$ cat config.mk
export PLATFORM = sky130hd
export DESIGN_NAME = conv3x3_systolic_array
export DESIGN_NICKNAME = d
export VERILOG_FILES = /design/src/rtl/conv3x3_systolic_array.sv
export SDC_FILE = /design/constraint.sdc
export NUM_CORES = 1
export LEC_CHECK = 0
export CORE_UTILIZATION = 28
export DETAILED_ROUTE_END_ITERATION = 12
export HOLD_SLACK_MARGIN = 0.1
export PLACE_DENSITY_LB_ADDON = 0.15
export SLEW_MARGIN = 30
export SYNTH_ARGS = -nofsm -noshare
export SYNTH_HDL_FRONTEND = slang
export SYNTH_SLANG_ARGS = --single-unit
$ cat constraint.sdc
create_clock -name clk_i -period 6.8 [get_ports clk_i]
set_input_delay 1.02 -clock clk_i [delete_from_list [all_inputs] [get_ports clk_i]]
set_output_delay 1.02 -clock clk_i [all_outputs]
set_load 0.02 [all_outputs]
$ cat src/rtl/conv3x3_systolic_array.sv
// Weight-stationary 3x3 systolic array: valid-mode 3x3 correlation of a 4x4 image into a 2x2 result.
// Define SYSTOLIC_SAT_EN to saturate outputs at 2^DATA_W-1 instead of wrapping modulo 2^DATA_W.
module conv3x3_systolic_array #(
  parameter int unsigned DATA_W = 8,
  parameter int unsigned ACC_W  = 20
) (
  input  logic              clk_i,
  input  logic              rst_ni,
  input  logic [DATA_W-1:0] i00_i,
  input  logic [DATA_W-1:0] i01_i,
  input  logic [DATA_W-1:0] i02_i,
  input  logic [DATA_W-1:0] i03_i,
  input  logic [DATA_W-1:0] i10_i,
  input  logic [DATA_W-1:0] i11_i,
  input  logic [DATA_W-1:0] i12_i,
  input  logic [DATA_W-1:0] i13_i,
  input  logic [DATA_W-1:0] i20_i,
  input  logic [DATA_W-1:0] i21_i,
  input  logic [DATA_W-1:0] i22_i,
  input  logic [DATA_W-1:0] i23_i,
  input  logic [DATA_W-1:0] i30_i,
  input  logic [DATA_W-1:0] i31_i,
  input  logic [DATA_W-1:0] i32_i,
  input  logic [DATA_W-1:0] i33_i,
  input  logic [DATA_W-1:0] f00_i,
  input  logic [DATA_W-1:0] f01_i,
  input  logic [DATA_W-1:0] f02_i,
  input  logic [DATA_W-1:0] f10_i,
  input  logic [DATA_W-1:0] f11_i,
  input  logic [DATA_W-1:0] f12_i,
  input  logic [DATA_W-1:0] f20_i,
  input  logic [DATA_W-1:0] f21_i,
  input  logic [DATA_W-1:0] f22_i,
  output logic [DATA_W-1:0] o00_o,
  output logic [DATA_W-1:0] o01_o,
  output logic [DATA_W-1:0] o10_o,
  output logic [DATA_W-1:0] o11_o
);

  localparam logic [3:0] CntLast = 4'd13;

  logic [DATA_W-1:0] img [4][4];
  logic [DATA_W-1:0] flt [3][3];

  assign img[0][0] = i00_i;
  assign img[0][1] = i01_i;
  assign img[0][2] = i02_i;
  assign img[0][3] = i03_i;
  assign img[1][0] = i10_i;
  assign img[1][1] = i11_i;
  assign img[1][2] = i12_i;
  assign img[1][3] = i13_i;
  assign img[2][0] = i20_i;
  assign img[2][1] = i21_i;
  assign img[2][2] = i22_i;
  assign img[2][3] = i23_i;
  assign img[3][0] = i30_i;
  assign img[3][1] = i31_i;
  assign img[3][2] = i32_i;
  assign img[3][3] = i33_i;

  assign flt[0][0] = f00_i;
  assign flt[0][1] = f01_i;
  assign flt[0][2] = f02_i;
  assign flt[1][0] = f10_i;
  assign flt[1][1] = f11_i;
  assign flt[1][2] = f12_i;
  assign flt[2][0] = f20_i;
  assign flt[2][1] = f21_i;
  assign flt[2][2] = f22_i;

  logic [3:0]        cnt_q, cnt_d;
  logic [ACC_W-1:0]  pe_q [9];
  logic [ACC_W-1:0]  pe_d [9];
  logic [DATA_W-1:0] res_q [4];
  logic [DATA_W-1:0] res_d;

  assign cnt_d = (cnt_q == CntLast) ? cnt_q : cnt_q + 4'd1;

  // PE j (chain order) holds window (cnt - j) during the current cycle; outside 0..3 it is a bubble.
  for (genvar j = 0; j < 9; j++) begin : g_pe
    localparam int R = j / 3;
    localparam int C = j % 3;

    logic [4:0]        win;
    logic [DATA_W-1:0] pix;
    logic [ACC_W-1:0]  sum_in;

    assign win = {1'b0, cnt_q} - 5'(j);

    always_comb begin
      pix = '0;
      if (win < 5'd4) begin
        unique case (win[1:0])
          2'd0:    pix = img[R][C];
          2'd1:    pix = img[R][C+1];
          2'd2:    pix = img[R+1][C];
          default: pix = img[R+1][C+1];
        endcase
      end
    end

    if (j == 0) begin : g_head
      assign sum_in = '0;
    end else begin : g_link
      assign sum_in = pe_q[j-1];
    end

    assign pe_d[j] = sum_in + ACC_W'(pix) * ACC_W'(flt[R][C]);
  end

`ifdef SYSTOLIC_SAT_EN
  assign res_d = (|pe_q[8][ACC_W-1:DATA_W]) ? {DATA_W{1'b1}} : pe_q[8][DATA_W-1:0];
`else
  logic unused_hi;
  assign unused_hi = ^pe_q[8][ACC_W-1:DATA_W];
  assign res_d     = pe_q[8][DATA_W-1:0];
`endif

  always_ff @(posedge clk_i or negedge rst_ni) begin
    if (!rst_ni) begin
      cnt_q <= '0;
      for (int j = 0; j < 9; j++) pe_q[j] <= '0;
      for (int k = 0; k < 4; k++) res_q[k] <= '0;
    end else begin
      cnt_q <= cnt_d;
      for (int j = 0; j < 9; j++) pe_q[j] <= pe_d[j];
      // Window k exits the chain while cnt == k+9.
      case (cnt_q)
        4'd9:    res_q[0] <= res_d;
        4'd10:   res_q[1] <= res_d;
        4'd11:   res_q[2] <= res_d;
        4'd12:   res_q[3] <= res_d;
        default: ;
      endcase
    end
  end

  assign o00_o = res_q[0];
  assign o01_o = res_q[1];
  assign o10_o = res_q[2];
  assign o11_o = res_q[3];

endmodule

==> run summary, run 1 <==
CP Buf/Inv Count - 2
fin nets - 2420
Cell Area, Synth - 0.01498 mm²
fin crit share - 0.9450
Root Buffer - clkbuf_16
crit path cell chain - inv_1 -> ha_2 -> a222oi_1 -> and2_1 -> a2111oi_2 -> nand2_1 -> fa_1 -> inv_1 -> ha_1 -> ha_1 -> fa_1 -> ha_1 -> fa_1 -> a21o_1 -> a21oi_1 -> xnor2_1 -> xnor2_1 -> xnor3_1
Floorplan Core Area - 0.05266 mm²
status - finished clean
fmax - 0.1556 GHz
RSZ-0062 raised after global routing - false
DR DRC count - 0
worst-path maximum fanout - 31
Slew Limit Fails - 0
Yosys cell types - 51
Die ar. - 0.05442 mm²
Die W - 233.3 µm
synth cell count leaders - 336 x inv_1, 209 x nand2_1, 165 x ha_1
critical path type - register to register
power density cells - 111.1 mW/mm²
CTS Buf Count - 9
Synth Register Bits - 108
CTS max path bufs - 2
Ports - 234
Port Buffer Count - 233
skew final - 15.11 ps
CP max stage delay - 790 ps
Finished Layout Cells - 2591
Area Overhead vs Synth - 24.47%
Static Leakage - 9.107 nW
Post-Syn Nets - 2172
TritonCTS Sinks - 108
synth warn - 0
Final Setup Violations - 0
Mean Syn Cell Area - 9.083 µm²
synth top area cells - fa_1 21%, dfrtp_1 18%, ha_1 14%, inv_1 8.4%, xnor2_1 7.4%
Startpoint Class - register
Fillers - 5414
vias - 12620
Async S/R FF share, synth - 1.000
setup tns final - 0 ps
Final Routed Wirelength - 53350 µm
layout cells sized above 1 - 0.05889
Min-Delay Path Class - register to register
# rows - 84
Slew @ Worst Pin - 923.6 ps
via/cell ratio - 4.872
Hold-fix buffers, CTS - 0
largest net degree at the start of global routing - 69
Skew-Pair Late Insertion Delay - 400 ps
synthesized instance count - 1649
CTS tree - yes
chip height - 233.3 µm
top-area cell type share of the netlist area - 0.2085
hpwl dp - 44810 µm
gr ovfl total - 0
total track usage - 0.2014
main flop type after synthesis - dfrtp_1
Routability Congestion - 0.9091
initial DRC count - 1032
CP delay by family, top - adder cells
sequential share of the synthesized area - 0.1804
leading area contributor after synthesis - fa_1
final hold violations - 0
fin crit period - 6426 ps
most instantiated library cell after synthesis - inv_1
crit end category - register
max_cap viols - 0
initial antenna violation count - 2
Final Util - 0.3541
DR pass1 iterations - 11
Req. time, crit path - 7090 ps
global-route wire length before repair - 80120 µm
Multi-input gate area - 0.01080 mm²
vias in the first global route - 12960
relative slew slack - 0.3831
# H-tree levels - 3
Initial Util - 0.2845
Critical Path AT - 6720 ps
Routed WL per cell - 20.59 µm
remaining antenna violation count after routing - 0
Post-synth EDFFs - 0
Clock transition at path regs - 100 ps
Slowest cell on crit path - a2111oi_2
Max IR drop VDD - 0.1329 mV
post-CTS sizing - 0
Seq. cell area - 0.002703 mm²
Post-CTS Setup Inserts - 0
cell count after placement - 2573
## kinds of logic after synthesis
group                      count (synthesis)  share of synthesized area
buffers and inverters                    381                    0.09916
and+or+nand+nor                          438                     0.1427
xor gates and xnor gates                 156                    0.09857
muxes                                     32                    0.02406
DFF                                      108                     0.1804
AOI/OAI and AO/OA                        213                     0.1088
adders and majority gates                321                     0.3463
## registers in the layout, summed over array words and instances (netlist names)
signal       count
o11_o            8
o00_o            8
o01_o            8
o10_o            8
pe_q             8
g_pe.sum_in     64
cnt_q            4
## cells in the final DEF (no fill, tap or decap), types with 2 or more instances in the layout
| cell type | synthesis | layout |
|---|---|---|
| nor4_1 | 5 | 5 |
| a2111oi_2 | 3 | 3 |
| a21boi_1 | 2 | 2 |
| nand2_1 | 209 | 209 |
| xor2_1 | 21 | 21 |
| a22oi_1 | 11 | 11 |
| fa_1 | 156 | 156 |
| clkbuf_16 | 0 | 9 |
| nor2b_1 | 18 | 18 |
| nand3_1 | 16 | 16 |
| clkdlybuf4s50_1 | 0 | 232 |
| buf_4 | 6 | 48 |
| xnor3_1 | 8 | 8 |
| o21a_1 | 3 | 3 |
| dfrtp_1 | 108 | 108 |
| inv_1 | 336 | 336 |
| o2111ai_1 | 5 | 5 |
| and3_1 | 12 | 12 |
| nand4_1 | 16 | 16 |
| ha_1 | 165 | 161 |
| nor3_1 | 6 | 6 |
| ha_2 | 0 | 4 |
| xnor2_1 | 127 | 127 |
| and3b_1 | 2 | 2 |
| a211oi_1 | 7 | 7 |
| and2_1 | 112 | 112 |
| mux2_2 | 32 | 32 |
| o211a_1 | 5 | 5 |
| clkinv_8 | 0 | 3 |
| nand2b_1 | 10 | 10 |
| nor2_1 | 26 | 26 |
| inv_6 | 0 | 2 |
| a21o_1 | 18 | 18 |
| a21oi_1 | 62 | 62 |
| a222oi_1 | 60 | 60 |
| o21ai_0 | 20 | 20 |
| a221oi_1 | 8 | 8 |
## layout make-up
class / count / share of cell area
multi-input cells: 1160 / 0.5793
flip-flops and latches: 108 / 0.1450
repair buffers: 282 / 0.1448
inverters: 336 / 0.06765
well taps: 688 / 0.04617
clock buffers: 9 / 0.01208
clock inverters: 7 / 0.004899
diodes: 1 / 0.0001342
## report_power, final
| part | total, W | internal (W) | leakage, nW | switching [W] |
|---|---|---|---|---|
| clock | 0.000596 | 0.000267 | 0.152 | 0.000328 |
| combinational | 0.000683 | 0.000357 | 7.54 | 0.000326 |
| sequential | 0.000792 | 0.000737 | 1.42 | 0.0000543 |
## layer usage
metal  GRT usage  vias to the layer above  part of all wire
li1            -                     5825                 -
met1      0.2715                     6274              0.44
met2      0.3197                      473              0.46
met3     0.04395                       49             0.079
met4     0.06087                        2             0.023
met5           0                        -           0.00019
## final timing paths
kind	start	to	slack (ps)	depth (start not counted)
max	cnt_q[1]	g_pe[3].sum_in[7]	370	18
min	g_pe[4].sum_in[0]	g_pe[5].sum_in[0]	490	1
max reg2reg	cnt_q[1]	g_pe[3].sum_in[7]	370	18
min reg2reg	g_pe[4].sum_in[0]	g_pe[5].sum_in[0]	490	1
max in group asynchronous	rst_ni	o11_o[0]	5060	2
min in group asynchronous	rst_ni	g_pe[4].sum_in[7]	620	1
## stage by stage
stage               cell area [µm²]  power (W)  hold slack (ps)  setup slack [ps]
global route                  18640   0.002161            509.6             24.19
finish                        18640   0.002071            490.1             374.3
global placement              18320   0.001486            464.3             441.2
detailed placement            18320   0.001493            466.7             370.7
CTS                           18630   0.002105            494.9             402.7
floorplan                     14980   0.001039            455.7              1290
No activity file was read; power rests on OpenSTA's default activity.
==> inputs of run 2 (changes only) <==
CAP_MARGIN = 10   (was not set)
SLEW_MARGIN = 20   (was 30)
==> run summary, run 2 (same netlist as run 1, synthesis figures left out) <==
Min-Delay Path Class - register to register (unchanged)
# H-tree levels - 3 (unchanged)
gr ovfl total - 0 (unchanged)
fin nets - 2419 (was 2420)
Slowest cell on crit path - a2111oi_2 (unchanged)
Port Buffer Count - 233 (unchanged)
critical path depth - 18 (unchanged)
hpwl dp - 44810 µm (unchanged)
Reg2Reg Launch Point - cnt_q[0] (was cnt_q[1])
Routability Congestion - 0.9091 (unchanged)
reg-to-reg slack, setup - 380 ps (was 370 ps)
CTS tree - yes (unchanged)
skew final - 12.46 ps (was 15.11 ps)
final hold violations - 0 (unchanged)
fmax - 0.1557 GHz (was 0.1556 GHz)
max_cap viols - 0 (unchanged)
Static Leakage - 9.104 nW (was 9.107 nW)
Slew @ Worst Pin - 1056 ps (was 923.6 ps)
CTS Buf Count - 9 (unchanged)
initial DRC count - 984 (was 1032)
setup tns final - 0 ps (unchanged)
Setup crit end - g_pe[3].sum_in[7] (unchanged)
RSZ-0062 raised after global routing - false (unchanged)
Req. time, crit path - 7090 ps (about the same)
vias - 12610 (was 12620)
power density cells - 111.0 mW/mm² (was 111.1 mW/mm²)
max reg flops - 64 (unchanged)
Final Setup Violations - 0 (unchanged)
worst-path maximum fanout - 33 (was 31)
Final Routed Wirelength - 53320 µm (was 53350 µm)
global-route wire length before repair - 80120 µm (unchanged)
total track usage - 0.2014 (unchanged)
R2R depth - 18 (unchanged)
Hold-fix buffers, CTS - 0 (unchanged)
RR Endpoint - g_pe[3].sum_in[7] (unchanged)
Die ar. - 0.05442 mm² (unchanged)
Routed WL per cell - 20.59 µm (about the same)
Startpoint Class - register (unchanged)
Critical Path AT - 6710 ps (was 6720 ps)
critical path type - register to register (unchanged)
fin crit period - 6422 ps (was 6426 ps)
vias in the first global route - 12960 (unchanged)
Max IR drop VDD - 0.1329 mV (unchanged)
post-CTS sizing - 0 (unchanged)
crit end category - register (unchanged)
crit path cell chain - inv_1 -> ha_2 -> a222oi_1 -> and2_1 -> a2111oi_2 -> nand2_1 -> fa_1 -> inv_1 -> ha_1 -> ha_1 -> fa_1 -> ha_1 -> fa_1 -> a21o_1 -> a21oi_1 -> xnor2_1 -> xnor2_1 -> xnor3_1 (unchanged)
Ports - 234 (unchanged)
hold depth - 1 (unchanged)
layout cells sized above 1 - 0.05839 (was 0.05889)
fin crit share - 0.9444 (was 0.9450)
chip height - 233.3 µm (unchanged)
CP Buf/Inv Count - 2 (unchanged)
initial antenna violation count - 2 (unchanged)
relative slew slack - 0.2963 (was 0.3831)
CTS max path bufs - 2 (unchanged)
TritonCTS Sinks - 108 (unchanged)
Post-CTS Setup Inserts - 0 (unchanged)
Area Overhead vs Synth - 24.41% (was 24.47%)
DP Area - 0.01832 mm² (unchanged)
CP startpoint - cnt_q[0] (was cnt_q[1])
DR DRC count - 0 (unchanged)
CP max stage delay - 780 ps (was 790 ps)
via/cell ratio - 4.868 (was 4.872)
# rows - 84 (unchanged)
Fillers - 5412 (was 5414)
Die W - 233.3 µm (unchanged)
Initial Util - 0.2845 (unchanged)
most common cell after layout, fill and taps aside - inv_1 (unchanged)
Slew Limit Fails - 0 (unchanged)
remaining antenna violation count after routing - 0 (unchanged)
largest net degree at the start of global routing - 69 (unchanged)
Floorplan Core Area - 0.05266 mm² (unchanged)
status - finished clean (unchanged)
final instance area - 0.01863 mm² (was 0.01864 mm²)
most frequent cells in the layout - 336 x inv_1, 232 x clkdlybuf4s50_1, 209 x nand2_1 (unchanged)
CP delay by family, top - adder cells (unchanged)
Clock transition at path regs - 100 ps (about the same)
Skew-Pair Late Insertion Delay - 400 ps (about the same)
DR pass1 iterations - 9 (was 11)
Root Buffer - clkbuf_16 (unchanged)
[run 2: cell types whose count changed in the layout (fill, tap and decap cells not counted)]
cell	previous run	this run
buf_2	1	0
buf_4	48	49
buf_6	1	0
[run 2: layout make-up]
| class | count | area [µm²] | area share |
|---|---|---|---|
| Multi-Input combinational cell | 1160 | 10800 | 0.5796 |
| Sequential cell | 108 | 2703 | 0.1450 |
| Timing Repair Buffer | 281 | 2690 | 0.1444 |
| Inverter | 336 | 1261 | 0.06768 |
| Tap cell | 688 | 860.8 | 0.04620 |
| Clock buffer | 9 | 225.2 | 0.01209 |
| Clock inverter | 7 | 91.34 | 0.004902 |
| Antenna cell | 1 | 2.502 | 0.0001343 |
[run 2: stage by stage]
stage	hold slack, ps	total power (W)	instances	util	setup WS (ps)
after global placement	464.3	0.001486	2573	0.3478	441.2
after CTS	494.9	0.002105	2589	0.3538	402.7
after detailed placement	466.7	0.001493	2573	0.3478	370.7
after global routing	509.6	0.002161	2589	0.3538	24.19
after floorplan	455.7	0.001039	1649	-	1290
final	488.4	0.002069	2590	0.3539	378.2
[run 2: how the worst min path moves through the flow]
stage / from / end / slack (ps)
4_1_cts: g_pe[4].sum_in[0] / g_pe[5].sum_in[0] / 490
3_3_place_gp: g_pe[4].sum_in[0] / g_pe[5].sum_in[0] / 460
3_5_place_dp: g_pe[4].sum_in[0] / g_pe[5].sum_in[0] / 470
6_report: g_pe[4].sum_in[0] / g_pe[5].sum_in[0] / 490
5_1_grt: g_pe[4].sum_in[0] / g_pe[5].sum_in[0] / 510
2_1_floorplan: g_pe[1].sum_in[0] / g_pe[2].sum_in[0] / 460
[run 2: per-layer routing]
| layer | global-route usage | up-vias | wire length [µm] |
|---|---|---|---|
| met5 | 0 | - | 13 |
| met4 | 0.06087 | 2 | 1335 |
| met3 | 0.04395 | 55 | 4129 |
| met2 | 0.3197 | 477 | 24150 |
| met1 | 0.2715 | 6249 | 23690 |
| li1 | - | 5825 | - |
[run 2: power breakdown]
group          internal (W)  switching (W)
registers          0.000737      0.0000543
clock network      0.000267       0.000327
logic              0.000357       0.000326
total               0.00136       0.000707
[run 2: worst register-to-register path, stage by stage (launching register included)]
cell and delay (ps):
dfrtp_1 540, inv_1 240, ha_2 750, a222oi_1 290
and2_1 260, a2111oi_2 780, nand2_1 170, fa_1 540
inv_1 40, ha_1 290, ha_1 320, fa_1 490
ha_1 250, fa_1 400, a21o_1 170, a21oi_1 200
xnor2_1 160, xnor2_1 180, xnor3_1 250
